$ cat src/rtl/common_pkg.sv
// Shared types and constants for the execution back end.
//
// Contents:
//   PREG_TAG_W   width of a physical register tag
//   cdb_t        {valid, tag, data} common data bus broadcast
//   OPC_*/F7_*   RV32 decode constants used by the ALU
//   alu_fn_e     decoded ALU function
//   alu_state_e  ALU execution unit FSM states (exported for debug)
//   alu_decode   decode fields into alu_fn_e
//   alu_compute  single-cycle datapath (MUL is produced by alu_mul_iter)
//
// Optional feature macro: ALU_MUL_EN (decode of MUL, funct7=0000001 funct3=000).
package common_pkg;

    localparam int PREG_TAG_W = 6;

    localparam logic [6:0] OPC_OP     = 7'b0110011;
    localparam logic [6:0] OPC_OP_IMM = 7'b0010011;
    localparam logic [6:0] F7_MULDIV  = 7'b0000001;

    typedef struct packed {
        logic                  valid;
        logic [PREG_TAG_W-1:0] tag;
        logic [31:0]           data;
    } cdb_t;

    typedef enum logic [3:0] {
        FN_ADD, FN_SUB, FN_SLL, FN_SLT, FN_SLTU, FN_XOR,
        FN_SRL, FN_SRA, FN_OR, FN_AND, FN_MUL, FN_NONE
    } alu_fn_e;

    typedef enum logic [1:0] {
        IDLE, MUL_BUSY, WB
    } alu_state_e;

    function automatic alu_fn_e alu_decode(input logic [6:0] opcode,
                                           input logic [2:0] funct3,
                                           input logic [6:0] funct7);
        alu_fn_e fn;
        fn = FN_NONE;
        if (opcode == OPC_OP && funct7 == F7_MULDIV) begin
            // M-extension encodings: only MUL exists, and only when enabled.
`ifdef ALU_MUL_EN
            if (funct3 == 3'b000) fn = FN_MUL;
`endif
        end else if (opcode == OPC_OP || opcode == OPC_OP_IMM) begin
            case (funct3)
                // Immediate form carries imm[11:5] in funct7, so it never subtracts.
                3'b000:  fn = (opcode == OPC_OP && funct7[5]) ? FN_SUB : FN_ADD;
                3'b001:  fn = FN_SLL;
                3'b010:  fn = FN_SLT;
                3'b011:  fn = FN_SLTU;
                3'b100:  fn = FN_XOR;
                3'b101:  fn = funct7[5] ? FN_SRA : FN_SRL;
                3'b110:  fn = FN_OR;
                default: fn = FN_AND;
            endcase
        end
        return fn;
    endfunction

    function automatic logic [31:0] alu_compute(input alu_fn_e fn,
                                                input logic [31:0] a,
                                                input logic [31:0] b);
        logic [4:0] shamt;
        shamt = b[4:0];
        case (fn)
            FN_ADD:  return a + b;
            FN_SUB:  return a - b;
            FN_SLL:  return a << shamt;
            FN_SLT:  return {31'd0, $signed(a) < $signed(b)};
            FN_SLTU: return {31'd0, a < b};
            FN_XOR:  return a ^ b;
            FN_SRL:  return a >> shamt;
            FN_SRA:  return $unsigned($signed(a) >>> shamt);
            FN_OR:   return a | b;
            FN_AND:  return a & b;
            default: return 32'd0;
        endcase
    endfunction

endpackage

$ cat src/rtl/alu_mul_iter.sv
// Iterative shift-add multiplier, low 32 bits of the product.
//
// Ports:
//   clk, reset       clock, synchronous active-high reset
//   start_i          load operands; iteration begins next cycle
//   abort_i          discard the multiply in progress
//   op_a_i, op_b_i   operands sampled on start_i
//   busy_o           iteration in progress (exactly 32 cycles)
//   done_o           last iteration cycle; product_o is final in this cycle
//   product_o        running sum including the current iteration's addend
module alu_mul_iter
(
    input  logic        clk,
    input  logic        reset,
    input  logic        start_i,
    input  logic        abort_i,
    input  logic [31:0] op_a_i,
    input  logic [31:0] op_b_i,
    output logic        busy_o,
    output logic        done_o,
    output logic [31:0] product_o
);

    logic [31:0] mcand_q, mcand_d;
    logic [31:0] mplier_q, mplier_d;
    logic [31:0] acc_q, acc_d;
    logic [4:0]  cnt_q, cnt_d;
    logic        busy_q, busy_d;
    logic [31:0] acc_step;

    // Product is exposed combinationally so the owner can capture it on the
    // same edge that retires the 32nd iteration.
    assign acc_step  = acc_q + (mplier_q[0] ? mcand_q : 32'd0);
    assign busy_o    = busy_q;
    assign done_o    = busy_q && (cnt_q == 5'd31);
    assign product_o = acc_step;

    always_comb begin
        mcand_d  = mcand_q;
        mplier_d = mplier_q;
        acc_d    = acc_q;
        cnt_d    = cnt_q;
        busy_d   = busy_q;
        if (abort_i) begin
            busy_d = 1'b0;
            cnt_d  = 5'd0;
        end else if (start_i) begin
            mcand_d  = op_a_i;
            mplier_d = op_b_i;
            acc_d    = 32'd0;
            cnt_d    = 5'd0;
            busy_d   = 1'b1;
        end else if (busy_q) begin
            acc_d    = acc_step;
            mcand_d  = mcand_q << 1;
            mplier_d = mplier_q >> 1;
            cnt_d    = cnt_q + 5'd1;
            busy_d   = (cnt_q != 5'd31);
        end
    end

    always_ff @(posedge clk) begin
        if (reset) begin
            mcand_q  <= '0;
            mplier_q <= '0;
            acc_q    <= '0;
            cnt_q    <= '0;
            busy_q   <= 1'b0;
        end else begin
            mcand_q  <= mcand_d;
            mplier_q <= mplier_d;
            acc_q    <= acc_d;
            cnt_q    <= cnt_d;
            busy_q   <= busy_d;
        end
    end

endmodule

$ cat src/rtl/alu_exec_unit.sv
// Integer ALU execution unit with a registered CDB broadcast.
//
// Ports:
//   clk, reset                      clock, synchronous active-high reset
//   alu_issue_valid / alu_ex_ready  issue handshake
//   alu_op_a, alu_op_b              operands (op_b already immediate-muxed)
//   alu_opcode/funct3/funct7        RV32 decode fields
//   alu_p_dest                      destination physical register tag
//   flush                           discard all in-flight work
//   cdb_grant                       arbiter accepted the current broadcast
//   cdb_out                         {valid, tag, data} broadcast
//   dbg_state_o                     current FSM state
//
// Optional feature macro: ALU_MUL_EN adds MUL via alu_mul_iter (32 busy cycles).
//
// Handshake: an instruction transfers on a rising edge where alu_issue_valid
// and alu_ex_ready are both high and flush is low. cdb_out.valid stays high
// with stable tag/data until a cycle with cdb_grant high; that edge retires it.
// alu_ex_ready depends combinationally on cdb_grant so a granted result can be
// replaced by the next one without a bubble.
module alu_exec_unit
    import common_pkg::*;
(
    input  logic                  clk,
    input  logic                  reset,
    input  logic                  alu_issue_valid,
    input  logic [31:0]           alu_op_a,
    input  logic [31:0]           alu_op_b,
    input  logic [6:0]            alu_opcode,
    input  logic [2:0]            alu_funct3,
    input  logic [6:0]            alu_funct7,
    input  logic [PREG_TAG_W-1:0] alu_p_dest,
    output logic                  alu_ex_ready,
    input  logic                  flush,
    input  logic                  cdb_grant,
    output cdb_t                  cdb_out,
    output alu_state_e            dbg_state_o
);

    alu_state_e  state_q, state_d;
    cdb_t        cdb_q, cdb_d;
    alu_fn_e     fn;
    logic [31:0] result;
    logic        accept;

    assign fn     = alu_decode(alu_opcode, alu_funct3, alu_funct7);
    assign result = alu_compute(fn, alu_op_a, alu_op_b);

    assign alu_ex_ready = !reset && ((state_q == IDLE) || (state_q == WB && cdb_grant));
    // A transfer offered in a flush cycle belongs to the squashed path.
    assign accept       = alu_issue_valid && alu_ex_ready && !flush;

    assign cdb_out     = cdb_q;
    assign dbg_state_o = state_q;

`ifdef ALU_MUL_EN
    logic                  mul_start;
    logic                  mul_busy;
    logic                  mul_done;
    logic [31:0]           mul_product;
    logic [PREG_TAG_W-1:0] mul_tag_q, mul_tag_d;

    assign mul_start = accept && (fn == FN_MUL);
    assign mul_tag_d = mul_start ? alu_p_dest : mul_tag_q;

    alu_mul_iter u_mul (
        .clk       (clk),
        .reset     (reset),
        .start_i   (mul_start),
        .abort_i   (flush),
        .op_a_i    (alu_op_a),
        .op_b_i    (alu_op_b),
        .busy_o    (mul_busy),
        .done_o    (mul_done),
        .product_o (mul_product)
    );

    always_ff @(posedge clk) begin
        if (reset) mul_tag_q <= '0;
        else       mul_tag_q <= mul_tag_d;
    end
`endif

    always_comb begin
        state_d = state_q;
        cdb_d   = cdb_q;

        // Granted broadcast retires; a same-cycle transfer below overrides this.
        if (state_q == WB && cdb_grant) begin
            state_d = IDLE;
            cdb_d   = '0;
        end

`ifdef ALU_MUL_EN
        if (state_q == MUL_BUSY) begin
            if (mul_done) begin
                state_d = WB;
                cdb_d   = '{valid: 1'b1, tag: mul_tag_q, data: mul_product};
            end else if (!mul_busy) begin
                state_d = IDLE;
            end
        end
`endif

        if (accept) begin
            state_d = WB;
            cdb_d   = '{valid: 1'b1, tag: alu_p_dest, data: result};
`ifdef ALU_MUL_EN
            if (fn == FN_MUL) begin
                state_d = MUL_BUSY;
                cdb_d   = '0;
            end
`endif
        end

        if (flush) begin
            state_d = IDLE;
            cdb_d   = '0;
        end
    end

    always_ff @(posedge clk) begin
        if (reset) begin
            state_q <= IDLE;
            cdb_q   <= '0;
        end else begin
            state_q <= state_d;
            cdb_q   <= cdb_d;
        end
    end

endmodule

$ cat config.mk
export PLATFORM = sky130hd
export DESIGN_NAME = alu_exec_unit
export DESIGN_NICKNAME = d
export VERILOG_FILES = /design/src/rtl/common_pkg.sv /design/src/rtl/alu_mul_iter.sv /design/src/rtl/alu_exec_unit.sv
export SDC_FILE = /design/constraint.sdc
export NUM_CORES = 1
export LEC_CHECK = 0
export ABC_AREA = 1
export CORE_ASPECT_RATIO = 1.1
export CORE_UTILIZATION = 42
export DETAILED_ROUTE_END_ITERATION = 6
export PLACE_DENSITY = 0.73
export RECOVER_POWER = 50
export SLEW_MARGIN = 0
export SYNTH_ARGS = -nofsm -noshare
export SYNTH_HDL_FRONTEND = slang
export SYNTH_SLANG_ARGS = --single-unit
$ cat constraint.sdc
create_clock -name clk -period 4.4 [get_ports clk]
set_input_delay 0.44 -clock clk [delete_from_list [all_inputs] [get_ports clk]]
set_output_delay 0.44 -clock clk [all_outputs]
set_load 0.01 [all_outputs]
* Word-level counts from Yosys, hierarchy flattened
Index checks and enable logic that the tools add are counted.
** Operators by class
- Shifts and indexed selects :: 3
- Magnitude comparators :: 2
- Reduce and logical (&&, ||, !) cells :: 15
- Equal/unequal tests :: 18
- $add $sub $neg :: 2
- Bitwise operators :: 3
- Mux-type cells :: 10
** Operator list (count)
- 32-bit one-hot mux with 10 select lines :: 1
- 39-bit two-way mux :: 2
- 32-bit less-than comparator :: 2
- 32-bit adder :: 1
- 32-bit bitwise AND :: 1
- 32-bit bitwise OR :: 1
- 32-bit by 5-bit << shifter with 32-bit output :: 1
- 32-bit by 5-bit >> shifter with 32-bit output :: 1
- 32-bit by 5-bit >>> shifter with 32-bit output :: 1
- 32-bit subtractor :: 1
- 32-bit bitwise XOR :: 1
- 4-bit one-hot mux with 7 select lines :: 1
- 4-bit by 3-bit equality test with 1-bit output (second input constant) :: 4
- 3-bit equality test (second input constant) :: 3
- 4-bit by 2-bit equality test with 1-bit output (second input constant) :: 2
- 4-bit equality test (second input constant) :: 2
- 4-bit two-way mux :: 2
- 7-bit by 1-bit equality test with 1-bit output (second input constant) :: 1
- 7-bit by 5-bit equality test with 1-bit output (second input constant) :: 1
- 7-bit by 6-bit equality test with 1-bit output (second input constant) :: 1
- 3-bit by 2-bit equality test with 1-bit output (second input constant) :: 2
- 1-bit logical AND :: 6
- 4-bit by 1-bit equality test with 1-bit output (second input constant) :: 1
- 4-bit logical NOT :: 1
- 9 further kinds :: 13
** Word-level totals
- Logic and storage cells :: 57
- Output and inout bits :: 42
- Register bits after elaboration :: 40

* Longest topological paths before layout
Gate-level depths: netlist (run 1).
- Depth after elaboration :: 9
- Gate-level depth with buffers :: 21
- Mapped depth without buffers :: 19

* Worst setup path after synthesis (run 1)
OpenSTA, ideal clock, no wires.
- Path type :: input port to flip-flop
- Start :: in alu_op_b[3]
- End :: reg cdb_q (netlist bit cdb_out[28])
- Slack :: 1419 ps
- Arrival :: 2910 ps
- Stages on the path :: 21
- Library setup time :: 70 ps
- Cells stage by stage :: clkbuf_1 inv_1 buf_2 buf_1 ha_1 buf_2 or2_2 and2_1 nand2_1 nand2_1 nand2_1 nand2_1 nand2_1 nand2_1 nand2_1 nand3_1 nand2_1 inv_1 nand2_1 nand2_1 a21oi_1
** On the way
- Longest elaborated chain between the ends :: 3
- Elaborated cells on any way between the ends :: 7
** RTL lines
- start, declared :: RTL line alu_exec_unit.sv:28 : input logic [31:0] alu_op_b,
- 32-bit subtractor, or another cell as far along :: RTL line common_pkg.sv:69 : FN_SUB: return a - b;
- 32-bit one-hot mux with 10 select lines * :: RTL line common_pkg.sv:67 : case (fn)
- 39-bit two-way mux * :: RTL line alu_exec_unit.sv:105 : if (accept) begin
- end signal, assigned :: RTL line alu_exec_unit.sv:125 : cdb_q <= '0;
- end signal, assigned :: RTL line alu_exec_unit.sv:128 : cdb_q <= cdb_d;
- end, declared :: RTL line alu_exec_unit.sv:41 : cdb_t cdb_q, cdb_d;
Mark *: on every way between the ends. The rest lies on a longest branch, timed or not.
A chain may end at the register's enable or synchronous reset.

* Worst setup path in the final report (run 1)
- Start :: in alu_op_a[0]
- End :: reg cdb_q (netlist bit cdb_out[10])
** On the way
- Longest elaborated chain between the ends :: 3
- Elaborated cells on any way between the ends :: 7
** RTL lines
- start, declared :: RTL line alu_exec_unit.sv:27 : input logic [31:0] alu_op_a,
- 32-bit subtractor, or another cell as far along :: RTL line common_pkg.sv:69
- 32-bit one-hot mux with 10 select lines * :: RTL line common_pkg.sv:67
- 39-bit two-way mux * :: RTL line alu_exec_unit.sv:105
Marked as above.

==> metrics.yaml, run 1 <==
critical_path:
  critPathCaptureType: "flop"
  slowest_stage: "clkdlybuf4s50_1"
  crit_family: "simple AND/OR/NAND/NOR gates"
  reg2regPathDepth: 9
  worstSetupPathType: "primary input to flop"
  crit_buf_inv: 3
  crit_path_max_fanout: 5
  slowest_delay_ns: 0.62
  cp-startpoint: "alu_op_a[0]"
  worst_r2r_startpoint: "dbg_state_o[1]"
  worstPathRequired_ns: 4.50
  critPathArrivalTime_ns: 3.76
  cp_common_cell: "nand2_1"
  start_kind: "primary input"
  reg2reg_to: "cdb_out[24]"
  crit_chain: "clkdlybuf4s50_1 -> inv_1 -> ha_1 -> inv_1 -> fa_1 -> nand2_1 -> nand2_1 -> nand3_1 -> nand2_1 -> nand2_1 -> nand2_1 -> nand2_1 -> nand3_1 -> o21ai_0 -> nor2_1 -> nand3_1 -> nand2_1 -> a21oi_1"
  r2r_setup_slack_ns: 2.18
timing:
  grt_setup_unrepaired: "no"
  worst_slew_pin_slew_ns: 1.892
  slew_headroom_pct: -26.14
  setup_viol: 0
  fmax_ghz: 0.2731
  fin_crit_sh_pct: 83.23
  hold_violations: 0
  slew_viol_final: 35
  min_period_ns: 3.662
  setup_slack_ns: 0.7379
  fin_skew_ns: 0.01472
  fin_tns_setup_ns: 0
  whs_ns: 0.4629
final_layout:
  final_nets: 2760
  nFillCells: 3263
  drive_above_1_share_pct: 3.737
  areaGrowthSynthToFinish_pct: 14.16
  multi_input_area_um2: 9802
  regArea_um2: 780.7
  final_area_um2: 14020
  postLayoutCoreUtil_pct: 48.83
  stdcell_count: 2938
logic_synthesis:
  syn_nets: 2699
  synth_warnings: 0
  synth.top_cell.area_share_pct: 26.47
  synth.area.top_cells: "nand2_1 (26%), nand3_1 (17%), ha_1 (9.9%)"
  synthCells: 2508
  yosys.area.top_type: "nand2_1"
  ys_seq_area_share_pct: 6.358
  yosys.cell_types.count: 42
  synth-seq-cells: 39
  syn_area_per_cell_um2: 4.897
  syn_area_um2: 12280
floorplan:
  io_pins: 134
  start_util_pct: 42.78
  rows: 65
  die_w_um: 165.0
  die-area_um2: 29930
  design.core.area_um2: 28710
  fp.dieH_um: 181.3
clock_tree:
  clk_latency_ns: 0.31
  hold_buffers: 0
  cts.clk_slew.worst_paths_ns: 0.06
  clock-root-buffer: "clkbuf_16"
  cts_resized: 0
  clock-sinks: 39
  cts_tree: "built"
  htreeDepth: 2
  cts_buffer_depth: 2
  postCtsSetupBuffers: 0
  cts_inserted_buffers: 5
detailed_routing:
  ant_nets: 0
  vias: 17410
  drc_errors: 0
  dr.pass1.iters: 6
  wirelength_um: 67860
  drt-initial-drc-count: 2302
  post_drt_via_cell_ratio: 5.926
  wl_per_cell_um: 23.10
place:
  dp_hpwl_um: 55240
  dp_slack_ns: 0.6652
  port_buffers: 132
  post-place-cells: 2930
  post_dp_cell_area_um2: 13860
  place_congestion: 1.042
global_route:
  grt_pass1_wl_um: 98550
  grtUsageTotal_pct: 45.01
  antenna_found_initial: 1
  grt_pass1_vias: 15718
  grt_max_degree: 67
  grt_overflow: 0
min_path:
  whs_endpoint: "cdb_out[10]"
  hold_path.class: "flop to flop"
  hold_path_depth: 2
  hp-start: "cdb_out[10]"
power:
  power_density_nw_per_um2: 156.9
  vdd_drop_max_mv: 0.1383
  power.total_mw: 2.200
  p_leak_nw: 7.636
run_status:
  status: "complete, but fails checks"
  violations: "capacitance limit, slew limit"
flow_run:
  drv_cap: 1
-- state kept, by name, indices dropped and copies added, names as in the netlist --
name         cells
cdb_out         38
dbg_state_o      1
-- area by class of cell --
cell class                 count  area share (%)
antenna                        1         0.01785
clock buffer                   6          0.9192
clock inverter                 1          0.2142
inverter                     316           8.469
multi-input combinational   2032           69.92
sequential                    39           5.569
tap                          368           3.284
timing repair buffer         175           11.61
-- cells in the final DEF, fill, tap and decap left out, types with 6 or more instances in the layout --
cell type        netlist  layout
inv_1                303     301
buf_4                  8      41
inv_2                  9      12
nand2_1              866     866
nor2_1               300     299
a21oi_1              120     120
nor2_2                 5       6
or2_2                  7       7
dlygate4sd3_1          0      39
o21ai_0               77      77
nor3_1                13      13
a32o_1                 6       6
o211ai_1              13      13
clkdlybuf4s50_1        0      88
nand4_1               34      34
nand3b_1               9       9
xor2_1                 7       7
o21bai_1              12      12
ha_1                  97      97
dfxtp_1               39      39
nand3_1              426     426
-- cells in the mapped netlist, drive strengths merged --
library cell	count
nor4	3
nand2	872
buf	54
nand3	428
clkbuf	67
nor3	14
nand4	34
o21bai	12
a21oi	120
ha	97
o211ai	13
xor2	7
clkinv	4
o22ai	1
nor2	310
inv	312
a32o	6
and2	5
fa	2
a22oi	3
or2	9
nand3b	9
o31ai	1
conb	1
o21ai	83
dfxtp	39
a31oi	2
-- metal layers --
metal,part of all wire [%],global-route usage [%],wire [µm]
met3,11,8.356,7231
met2,43,69.52,29470
met5,0,0,0
met4,7.0,26.75,4756
met1,39,57.46,26400
-- logic make-up after synthesis --
group | share of synthesized area, %
AO/OA/AOI/OAI | 10.75
XOR/XNOR | 0.4992
adder cells (fa/ha/maj) | 10.21
buffers and inverters | 13.95
flip-flops | 6.358
other | 0.03054
AND/OR/NAND/NOR | 58.21
-- worst min-delay path, stage by stage (launching register included) --
cell and delay, ns:
dfxtp_1 0.31, nand2_1 0.06, a21oi_1 0.05
-- power by group --
group	total [mW]	leakage, nW	internal (mW)	switching (mW)
Clock	0.448	0.0769	0.266	0.182
Combinational	1.40	7.24	0.417	0.978
Sequential	0.357	0.315	0.355	0.00134
Total	2.20	7.64	1.04	1.16
-- worst max-delay path by stage --
| stage | to | cells past startpoint | slack, ns |
|---|---|---|---|
| after floorplan | cdb_out[28] | 21 | 1.42 |
| after global placement | cdb_out[10] | 18 | 0.66 |
| after detailed placement | cdb_out[10] | 18 | 0.67 |
| after CTS | cdb_out[10] | 18 | 0.98 |
| after global routing | cdb_out[24] | 11 | 0.55 |
| final | cdb_out[10] | 18 | 0.74 |
Note: power is estimated with default switching activity, not from simulation.
==> inputs of run 2 (changes only) <==
Settings changed: PLACE_DENSITY 0.73 to 0.76.
Clock period 4.4 ns to 3.3 ns, I/O delays scaled along.
==> run 2 against run 1 <==
Against the previous run: the run now ends clean; first-iteration DRC count shrank 0.52%; total power up 37%; register-to-register slack got worse by 0.62 ns; combinational power is 43% higher; cell count grew 3.7%.
==> metrics.yaml, run 2 (same netlist as run 1, synthesis figures left out) <==
timing:
  fin_skew_ns: 0.01535
  min_period_ns: 3.175
  slew_viol_final: 0
  worst_slew_pin_slew_ns: 0.7682
  fin_crit_sh_pct: 96.20
  grt_setup_unrepaired: "no"
  slew_headroom_pct: 48.68
  hold_violations: 0
  fin_tns_setup_ns: 0
  fmax_ghz: 0.3150
  setup_viol: 0
critical_path:
  worstSetupPathType: "primary input to flop"
  cp_common_cell: "nand2_1"
  worstPathRequired_ns: 3.47
  crit_chain: "clkdlybuf4s50_1 -> inv_1 -> ha_1 -> inv_1 -> fa_1 -> nand2_1 -> nand2_1 -> and2_1 -> or2_2 -> nand3_1 -> o21ai_0 -> nor3_2 -> nand2_1 -> nand2_1 -> a21oi_1"
  critPathArrivalTime_ns: 3.35
  crit_buf_inv: 3
  crit_family: "simple AND/OR/NAND/NOR gates"
  critPathCaptureType: "flop"
  start_kind: "primary input"
  slowest_stage: "fa_1"
  slowest_delay_ns: 0.47
  crit_path_max_fanout: 4
place:
  post_dp_cell_area_um2: 14750
  port_buffers: 132
  place_congestion: 1.045
  dp_hpwl_um: 55790
  post-place-cells: 3040
global_route:
  grt_pass1_wl_um: 99930
  antenna_found_initial: 0
  grt_overflow: 0
  grtUsageTotal_pct: 45.54
  grt_pass1_vias: 16607
  grt_max_degree: 66
power:
  vdd_drop_max_mv: 0.1741
  p_leak_nw: 8.195
  power_density_nw_per_um2: 202.6
clock_tree:
  clock-root-buffer: "clkbuf_16"
  cts_inserted_buffers: 5
  clk_latency_ns: 0.31
  hold_buffers: 0
  clock-sinks: 39
  htreeDepth: 2
  cts_resized: 0
  cts_buffer_depth: 2
  cts.clk_slew.worst_paths_ns: 0.07
  postCtsSetupBuffers: 0
  cts_tree: "built"
final_layout:
  final_area_um2: 14910
  nFillCells: 3263
  largest_register_ffs: 38
  stdcell_count: 3048
  n_antenna_cell: 0
  drive_above_1_share_pct: 7.873
  final_nets: 2870
  areaGrowthSynthToFinish_pct: 21.38
  final_cell_mix: "nand2_1 (866), nand3_1 (425), inv_1 (301), nor2_1 (299), buf_4 (147)"
  layout_commonest_cell: "nand2_1"
floorplan:
  io_pins: 134
  fp.dieH_um: 181.3
  die-area_um2: 29930
  die_w_um: 165.0
  design.core.area_um2: 28710
  rows: 65
  start_util_pct: 42.78
min_path:
  hold_path.class: "flop to flop"
detailed_routing:
  post_drt_via_cell_ratio: 5.829
  ant_nets: 0
  dr.pass1.iters: 6
  drc_errors: 0
  drt-initial-drc-count: 2290
  wl_per_cell_um: 22.45
  wirelength_um: 68420
  vias: 17768
flow_run:
  drv_cap: 0
run_status:
  status: "finished clean"
-- run 2: changes by cell type in the layout (fill, tap and decap cells not counted), moves of 2 or more --
cell	previous run	this run
buf_12	1	6
clkbuf_1	2	0
clkinvlp_4	0	2
buf_4	41	147
-- run 2: path summary, 6_finish.rpt --
kind	from	endpoint	slack, ns	depth (start not counted)
max reg2reg	dbg_state_o[1]	cdb_out[15]	1.56	9
max	alu_op_a[0]	cdb_out[4]	0.13	15
min reg2reg	cdb_out[22]	cdb_out[22]	0.47	2
min	cdb_out[22]	cdb_out[22]	0.47	2
-- run 2: worst reg2reg max path, cell delays in order, from the launching register on --
cell,delay [ns]
dfxtp_1,0.37
inv_1,0.05
nor2_1,0.26
nor3_4,0.07
inv_1,0.08
nand2_1,0.05
inv_1,0.04
buf_4,0.43
nand2_1,0.13
a21oi_1,0.17
-- run 2: area by class of cell --
class / count / area (µm²) / share of cell area [%]
inverter: 316 / 1187 / 7.966
clock inverter: 3 / 20.02 / 0.1343
multi-input combinational: 2032 / 9812 / 65.83
sequential: 39 / 780.7 / 5.238
clock buffer: 5 / 125.1 / 0.8394
tap: 368 / 460.4 / 3.089
timing repair buffer: 285 / 2520 / 16.91
-- run 2: metrics by stage --
step           setup slack, ns  hold WS, ns  power [mW]  util [%]
2_1_floorplan           0.4294       0.4507       1.604         -
3_3_place_gp           -0.2679       0.4534       2.383     51.38
3_5_place_dp           -0.2845       0.4592       2.395     51.38
4_1_cts                0.02594       0.4687       2.929     51.88
5_1_grt                0.03625       0.4826       3.196     51.92
6_report                0.1253       0.4665       3.020     51.92
-- run 2: per-layer routing --
metal	part of all wire (%)	global-route usage (%)	wire length (µm)
met5	0	0	0
met4	8.1	31.01	5563
met1	39	57.26	26370
met2	43	69.14	29130
met3	11	9.114	7356
-- run 2: report_power, final --
group	leakage, nW	switching [mW]	internal, mW
Clock	0.0658	0.264	0.281
Sequential	0.315	0.00203	0.474
Combinational	7.81	1.33	0.668
Total	8.20	1.60	1.42
